`src/rtl/ones_pkg.sv`:
```
// Shared defaults and FSM state type for the ones-count result buffer.
package ones_pkg;

  localparam int unsigned COUNT_W_DEF = 3;
  localparam int unsigned DEPTH_DEF   = 4;
  localparam int unsigned TOTAL_W_DEF = 8;

  typedef enum logic {
    IDLE = 1'b0,
    BUSY = 1'b1
  } state_t;

endpackage

```
`src/rtl/result_fifo.sv`:
```
// First-word fall-through FIFO holding captured ones-counts.
// A push while full is accepted only when a pop happens in the same cycle.
module result_fifo
  import ones_pkg::*;
#(
  parameter int unsigned DEPTH   = DEPTH_DEF,
  parameter int unsigned COUNT_W = COUNT_W_DEF
) (
  input  logic               clk,
  input  logic               reset,
  input  logic               push,
  input  logic [COUNT_W-1:0] push_data,
  input  logic               pop,
  output logic [COUNT_W-1:0] pop_data,
  output logic               full,
  output logic               empty
);

  localparam int unsigned PTR_W = $clog2(DEPTH);
  localparam int unsigned CNT_W = PTR_W + 1;

  logic [COUNT_W-1:0] mem [DEPTH];
  logic [PTR_W-1:0]   wr_ptr_q, wr_ptr_d;
  logic [PTR_W-1:0]   rd_ptr_q, rd_ptr_d;
  logic [CNT_W-1:0]   cnt_q, cnt_d;
  logic               do_push, do_pop;

  assign full     = (cnt_q == CNT_W'(DEPTH));
  assign empty    = (cnt_q == '0);
  assign do_pop   = pop & ~empty;
  assign do_push  = push & (~full | do_pop);
  assign pop_data = mem[rd_ptr_q];

  // Pointer and occupancy next-state; pointers wrap naturally at DEPTH.
  always_comb begin
    wr_ptr_d = wr_ptr_q;
    rd_ptr_d = rd_ptr_q;
    cnt_d    = cnt_q;
    if (do_push) wr_ptr_d = wr_ptr_q + PTR_W'(1);
    if (do_pop)  rd_ptr_d = rd_ptr_q + PTR_W'(1);
    unique case ({do_push, do_pop})
      2'b10:   cnt_d = cnt_q + CNT_W'(1);
      2'b01:   cnt_d = cnt_q - CNT_W'(1);
      default: cnt_d = cnt_q;
    endcase
  end

  // Pointer and occupancy registers; only these are reset.
  always_ff @(posedge clk) begin
    if (reset) begin
      wr_ptr_q <= '0;
      rd_ptr_q <= '0;
      cnt_q    <= '0;
    end else begin
      wr_ptr_q <= wr_ptr_d;
      rd_ptr_q <= rd_ptr_d;
      cnt_q    <= cnt_d;
    end
  end

  // Storage array; contents need no reset.
  always_ff @(posedge clk) begin
    if (do_push) mem[wr_ptr_q] <= push_data;
  end

endmodule

```
`src/rtl/ones_result_buffer.sv`:
```
// Tracks upstream ones-count words, captures each finished count into a FIFO,
// keeps a saturating running total and sticky overflow / protocol-error flags.
module ones_result_buffer
  import ones_pkg::*;
#(
  parameter int unsigned COUNT_W = COUNT_W_DEF,
  parameter int unsigned DEPTH   = DEPTH_DEF,
  parameter int unsigned TOTAL_W = TOTAL_W_DEF
) (
  input  logic               clk,
  input  logic               reset,
  input  logic [COUNT_W-1:0] bit_count,
  input  logic               start,
  input  logic               done,
  output logic [COUNT_W-1:0] rd_data,
  output logic               rd_valid,
  input  logic               rd_ready,
  output logic [TOTAL_W-1:0] total,
  output logic               busy,
  output logic               overflow,
  output logic               proto_err
);

  state_t             state_q, state_d;
  logic               done_d;
  logic               done_rise;
  logic               capture;
  logic               pop;
  logic               full, empty;
  logic               accept;
  logic [TOTAL_W:0]   sum;
  logic [TOTAL_W-1:0] total_q, total_d;
  logic               overflow_q, overflow_d;
  logic               proto_err_q, proto_err_d;

  assign done_rise = done & ~done_d;
  assign capture   = (state_q == BUSY) & done_rise;
  assign pop       = rd_valid & rd_ready;
  // A capture into a full FIFO survives only if a pop frees a slot this cycle.
  assign accept    = capture & (~full | pop);
  assign sum       = {1'b0, total_q} + {{(TOTAL_W + 1 - COUNT_W){1'b0}}, bit_count};

  // State register and edge-detect delay.
  always_ff @(posedge clk) begin
    if (reset) begin
      state_q <= IDLE;
      done_d  <= 1'b0;
    end else begin
      state_q <= state_d;
      done_d  <= done;
    end
  end

  // Next state: start always wins; done_rise ends a word only without start.
  always_comb begin
    state_d = state_q;
    unique case (state_q)
      IDLE:    if (start) state_d = BUSY;
      BUSY:    if (!start && done_rise) state_d = IDLE;
      default: state_d = IDLE;
    endcase
  end

  // FSM outputs.
  always_comb begin
    busy = (state_q == BUSY);
  end

  // Accumulator and sticky-flag next-state.
  always_comb begin
    total_d     = total_q;
    overflow_d  = overflow_q;
    proto_err_d = proto_err_q;
    if (accept) total_d = sum[TOTAL_W] ? '1 : sum[TOTAL_W-1:0];
    if (capture && full && !pop) overflow_d = 1'b1;
    if ((state_q == IDLE) && done_rise && !start) proto_err_d = 1'b1;
  end

  // Accumulator and sticky-flag registers.
  always_ff @(posedge clk) begin
    if (reset) begin
      total_q     <= '0;
      overflow_q  <= 1'b0;
      proto_err_q <= 1'b0;
    end else begin
      total_q     <= total_d;
      overflow_q  <= overflow_d;
      proto_err_q <= proto_err_d;
    end
  end

  assign total     = total_q;
  assign overflow  = overflow_q;
  assign proto_err = proto_err_q;
  assign rd_valid  = ~empty;

  result_fifo #(
    .DEPTH   (DEPTH),
    .COUNT_W (COUNT_W)
  ) u_fifo (
    .clk       (clk),
    .reset     (reset),
    .push      (accept),
    .push_data (bit_count),
    .pop       (pop),
    .pop_data  (rd_data),
    .full      (full),
    .empty     (empty)
  );

endmodule

```
`config.mk`:
```
export PLATFORM = sky130hd
export DESIGN_NAME = ones_result_buffer
export DESIGN_NICKNAME = d
export VERILOG_FILES = /design/src/rtl/ones_pkg.sv /design/src/rtl/result_fifo.sv /design/src/rtl/ones_result_buffer.sv
export SDC_FILE = /design/constraint.sdc
export NUM_CORES = 1
export LEC_CHECK = 0
export ABC_AREA = 1
export BUFFER_PORTS_ARGS = -buffer_cell sky130_fd_sc_hd__buf_2
export CORE_AREA = 2 2 61 63
export DETAILED_ROUTE_END_ITERATION = 16
export DIE_AREA = 0 0 63 65
export GPL_TIMING_DRIVEN = 0
export PLACE_DENSITY = 0.71
export SLEW_MARGIN = 20
export SYNTH_ARGS = -nofsm -noshare
export SYNTH_HDL_FRONTEND = slang
export SYNTH_HIERARCHICAL = 1
export SYNTH_SLANG_ARGS = --single-unit
```
`constraint.sdc`:
```
create_clock -name clk -period 1.9 [get_ports clk]
set_input_delay 0.19 -clock clk [delete_from_list [all_inputs] [get_ports clk]]
set_output_delay 0.19 -clock clk [all_outputs]
set_load 0.005 [all_outputs]
```
==> impl_metrics.tcl <==
set metrics [dict create \
    seq_area_um2 790 \
    arrival_ps 2180 \
    first_pass_iters 4 \
    grt_usage 0.160 \
    critPathKind "reg -> reg" \
    fmaxAchievable_mhz 516 \
    rsz0062_at_grt "true" \
    min_from "reset" \
    slowest_delay_ps 380 \
    p_leak_nw 0.876 \
    pwr_density_cell_nw_per_um2 665 \
    nets 254 \
    syn-num-nets 220 \
    clkTransAtPathRegs_ps 110 \
    hold_path.class "in -> reg" \
    clk_path_buf_depth 2 \
    irDropWorstVdd_mv 0.443 \
    maxCapViolations 0 \
    ys_seq_area_frac 0.475 \
    synth_edf_count 12 \
    synth_area_leader_cell "dfxtp_1" \
    syn2layout_area_growth_pct 20.7 \
    cts_buffers 5 \
    multiInputGateArea_um2 773 \
    hold_viol_final 0 \
    ys.flop_type "dfxtp_1" \
    synthDistinctLibCells 24 \
    crit_top_cell "inv_2" \
    r2r-end "u_fifo/cnt_q[2]" \
    hold_buffers 0 \
    cp_cell_sequence "nor2_4 > nand2_2 > inv_2 > inv_2 > a21oi_4 > nor2_4 > nand2_4 > ha_4 > inv_4 > fa_2 > inv_2 > nand2_2 > nand3_2 > nand2_1 > nand2_1 > nor2_1" \
    worst-path-buf-inv 4 \
    hold_end "u_fifo/rd_ptr_q[1]" \
    routedWlPerCell_um 10.4 \
    via_per_inst 4.70 \
    yosysTopAreaCellShare 0.256 \
    gp_congestion 0.795 \
    fillers 344 \
    drc 0 \
    ys_warn_count 6 \
    port_buffers 22 \
    synth_area_um2 1650 \
    worstSetupEndpointType "flip-flop" \
    grt_pass1_wl_um 5090 \
    vias 1339 \
    setup-tns-final_ps -39.5 \
    clk_latency_ps 330 \
    fp.dieW_um 63 \
    yosysMostFrequentCell "nand2_1" \
    yosys-top-cells-count "38 x nand2_1, 37 x inv_1, 28 x nor2_1" \
    design.portCount 23 \
    hpwlAfterDp_um 2180 \
    tritoncts "done" \
    final_antenna_net_count 0 \
    violations "setup timing" \
    clockRootBuffer "clkbuf_4" \
    skew_ps 12.1 \
    grt.overflow.total 0 \
    core_um2 3500 \
    synthArstFlopShare 0 \
    start_kind "flip-flop" \
    reg2reg_depth 16 \
    worst_pin_slew_ps 296 \
    syn_inst 202 \
    initial_core_util 0.471 \
    synth.avg_cell_area_um2 8.15 \
    r2r_slack_ps -40 \
    drv_slew 0 \
    wl_um 2960 \
    status "complete, but fails checks" \
    crit_family "simple AND/OR/NAND/NOR gates" \
    htreeDepth 2 \
    drive_gt1_frac 0.278 \
    rows 22 \
    die_area_um2 4100 \
    cpMaxStageDelayCell "dfxtp_4" \
    cts.sinks 33 \
    max_slew_margin 0.802 \
    final.min_clock_period_ps 1940 \
    grt_max_degree 15 \
    crit_fanout 4 \
    antenna_cells 0 \
    die_y_um 65 \
    synth_area_leaders "dfxtp_1 26%, edfxtp_1 22%, nand2_1 8.7%" \
    drt_iter0_drc 61 \
    grt_pass1_vias 1255 \
    setup_ws_ps -39.5 \
    synth_seq_cells 33 \
    setup_viol_count_final 1 \
    worstPathRequired_ps 2140 \
    post-route-period-util 1.02 \
    hold_depth 2 \
    reg2reg_from "u_fifo/cnt_q[1]" \
    grt_antenna_before_repair 0 \
    dp_slack_ps -228 \
]
[state kept, by name, indices dropped and copies added (netlist names), 2 cells and up, named ones only]
register	count
total	8
u_fifo/mem	12
u_fifo/wr_ptr_q	2
u_fifo/cnt_q	3
u_fifo/rd_ptr_q	2
[worst max path at each step]
stage | startpoint | to | slack [ps] | depth (start not counted)
after detailed placement | u_fifo/cnt_q[1] | u_fifo/cnt_q[2] | -230 | 17
final | u_fifo/cnt_q[1] | u_fifo/cnt_q[2] | -40 | 16
after floorplan | u_fifo/cnt_q[0] | u_fifo/cnt_q[2] | -50 | 17
after global placement | u_fifo/cnt_q[1] | u_fifo/cnt_q[2] | -210 | 17
after global routing | u_fifo/cnt_q[1] | u_fifo/cnt_q[2] | -160 | 15
after CTS | u_fifo/cnt_q[0] | u_fifo/cnt_q[2] | -20 | 16
[where the power goes]
part / switching, mW / internal (mW)
Combinational: 0.0978 / 0.0705
Clock: 0.245 / 0.139
Sequential: 0.0178 / 0.750
Total: 0.361 / 0.960
[area by class of cell]
type / count / share of cell area
flip-flops and latches: 33 / 0.398
plain buffers: 1 / 0.00378
inverters: 38 / 0.0731
repair buffers: 28 / 0.0781
clock inverters: 3 / 0.00882
clock buffers: 5 / 0.0189
multi-input cells: 129 / 0.389
well taps: 48 / 0.0302
[layout by cell type, fill, tap and decap left out, types with 2 or more instances in the layout]
cell type   n
clkbuf_4    5
nor3_2      2
a21oi_1     9
ha_1        7
buf_4       7
clkinv_2    2
nor2_4      3
o22ai_1     3
dfxtp_1    18
nand3_1    10
nand4_1     3
inv_1      31
edfxtp_1   12
nand2_2     4
nand3_2     3
o21ai_0    10
a31oi_1     2
nand2_1    35
dfxtp_4     2
nor2_1     27
inv_2       6
buf_2      22
[routing by layer]
metal | track usage | wire length (µm)
met4 | 0.0861 | 53
met1 | 0.193 | 1370
met3 | 0.0313 | 96
met5 | 0 | 0
met2 | 0.269 | 1440
[what timing repair did]
item | CTS | global route
setup endpoints to repair | 2 | 2
pin swaps | 3 | 10
setup buffers | 3 | 3
gates resized for setup | 6 | 11
[worst register-to-register path, cell delays in order, from the launching register on]
cell	delay (ps)
dfxtp_4	380
nor2_4	120
nand2_2	60
inv_2	80
inv_2	50
a21oi_4	180
nor2_4	70
nand2_4	70
ha_4	150
inv_4	40
fa_2	350
inv_2	60
nand2_2	40
nand3_2	70
nand2_1	50
nand2_1	50
nor2_1	40
[per-stage QoR]
step                      hold slack, ps   util  area [µm²]  instances  total power [mW]
after floorplan                      257      -        1670        202             0.881
after global placement               410  0.528        1840        272             0.925
after detailed placement             416  0.528        1840        272             0.928
after CTS                           50.0  0.553        1930        282              1.32
after global routing                35.2  0.568        1990        285              1.40
final                               57.9  0.568        1990        285              1.32
[kinds of logic after synthesis]
family                     count (synthesis)  share of synthesized area
AOI/OAI and AO/OA                         26                     0.0875
DFF                                       33                      0.475
xor gates and xnor gates                   1                    0.00532
and+or+nand+nor                           92                      0.249
adders and majority gates                 10                     0.0852
buffers and inverters                     40                     0.0981
Power figures use the tool's default switching activity.
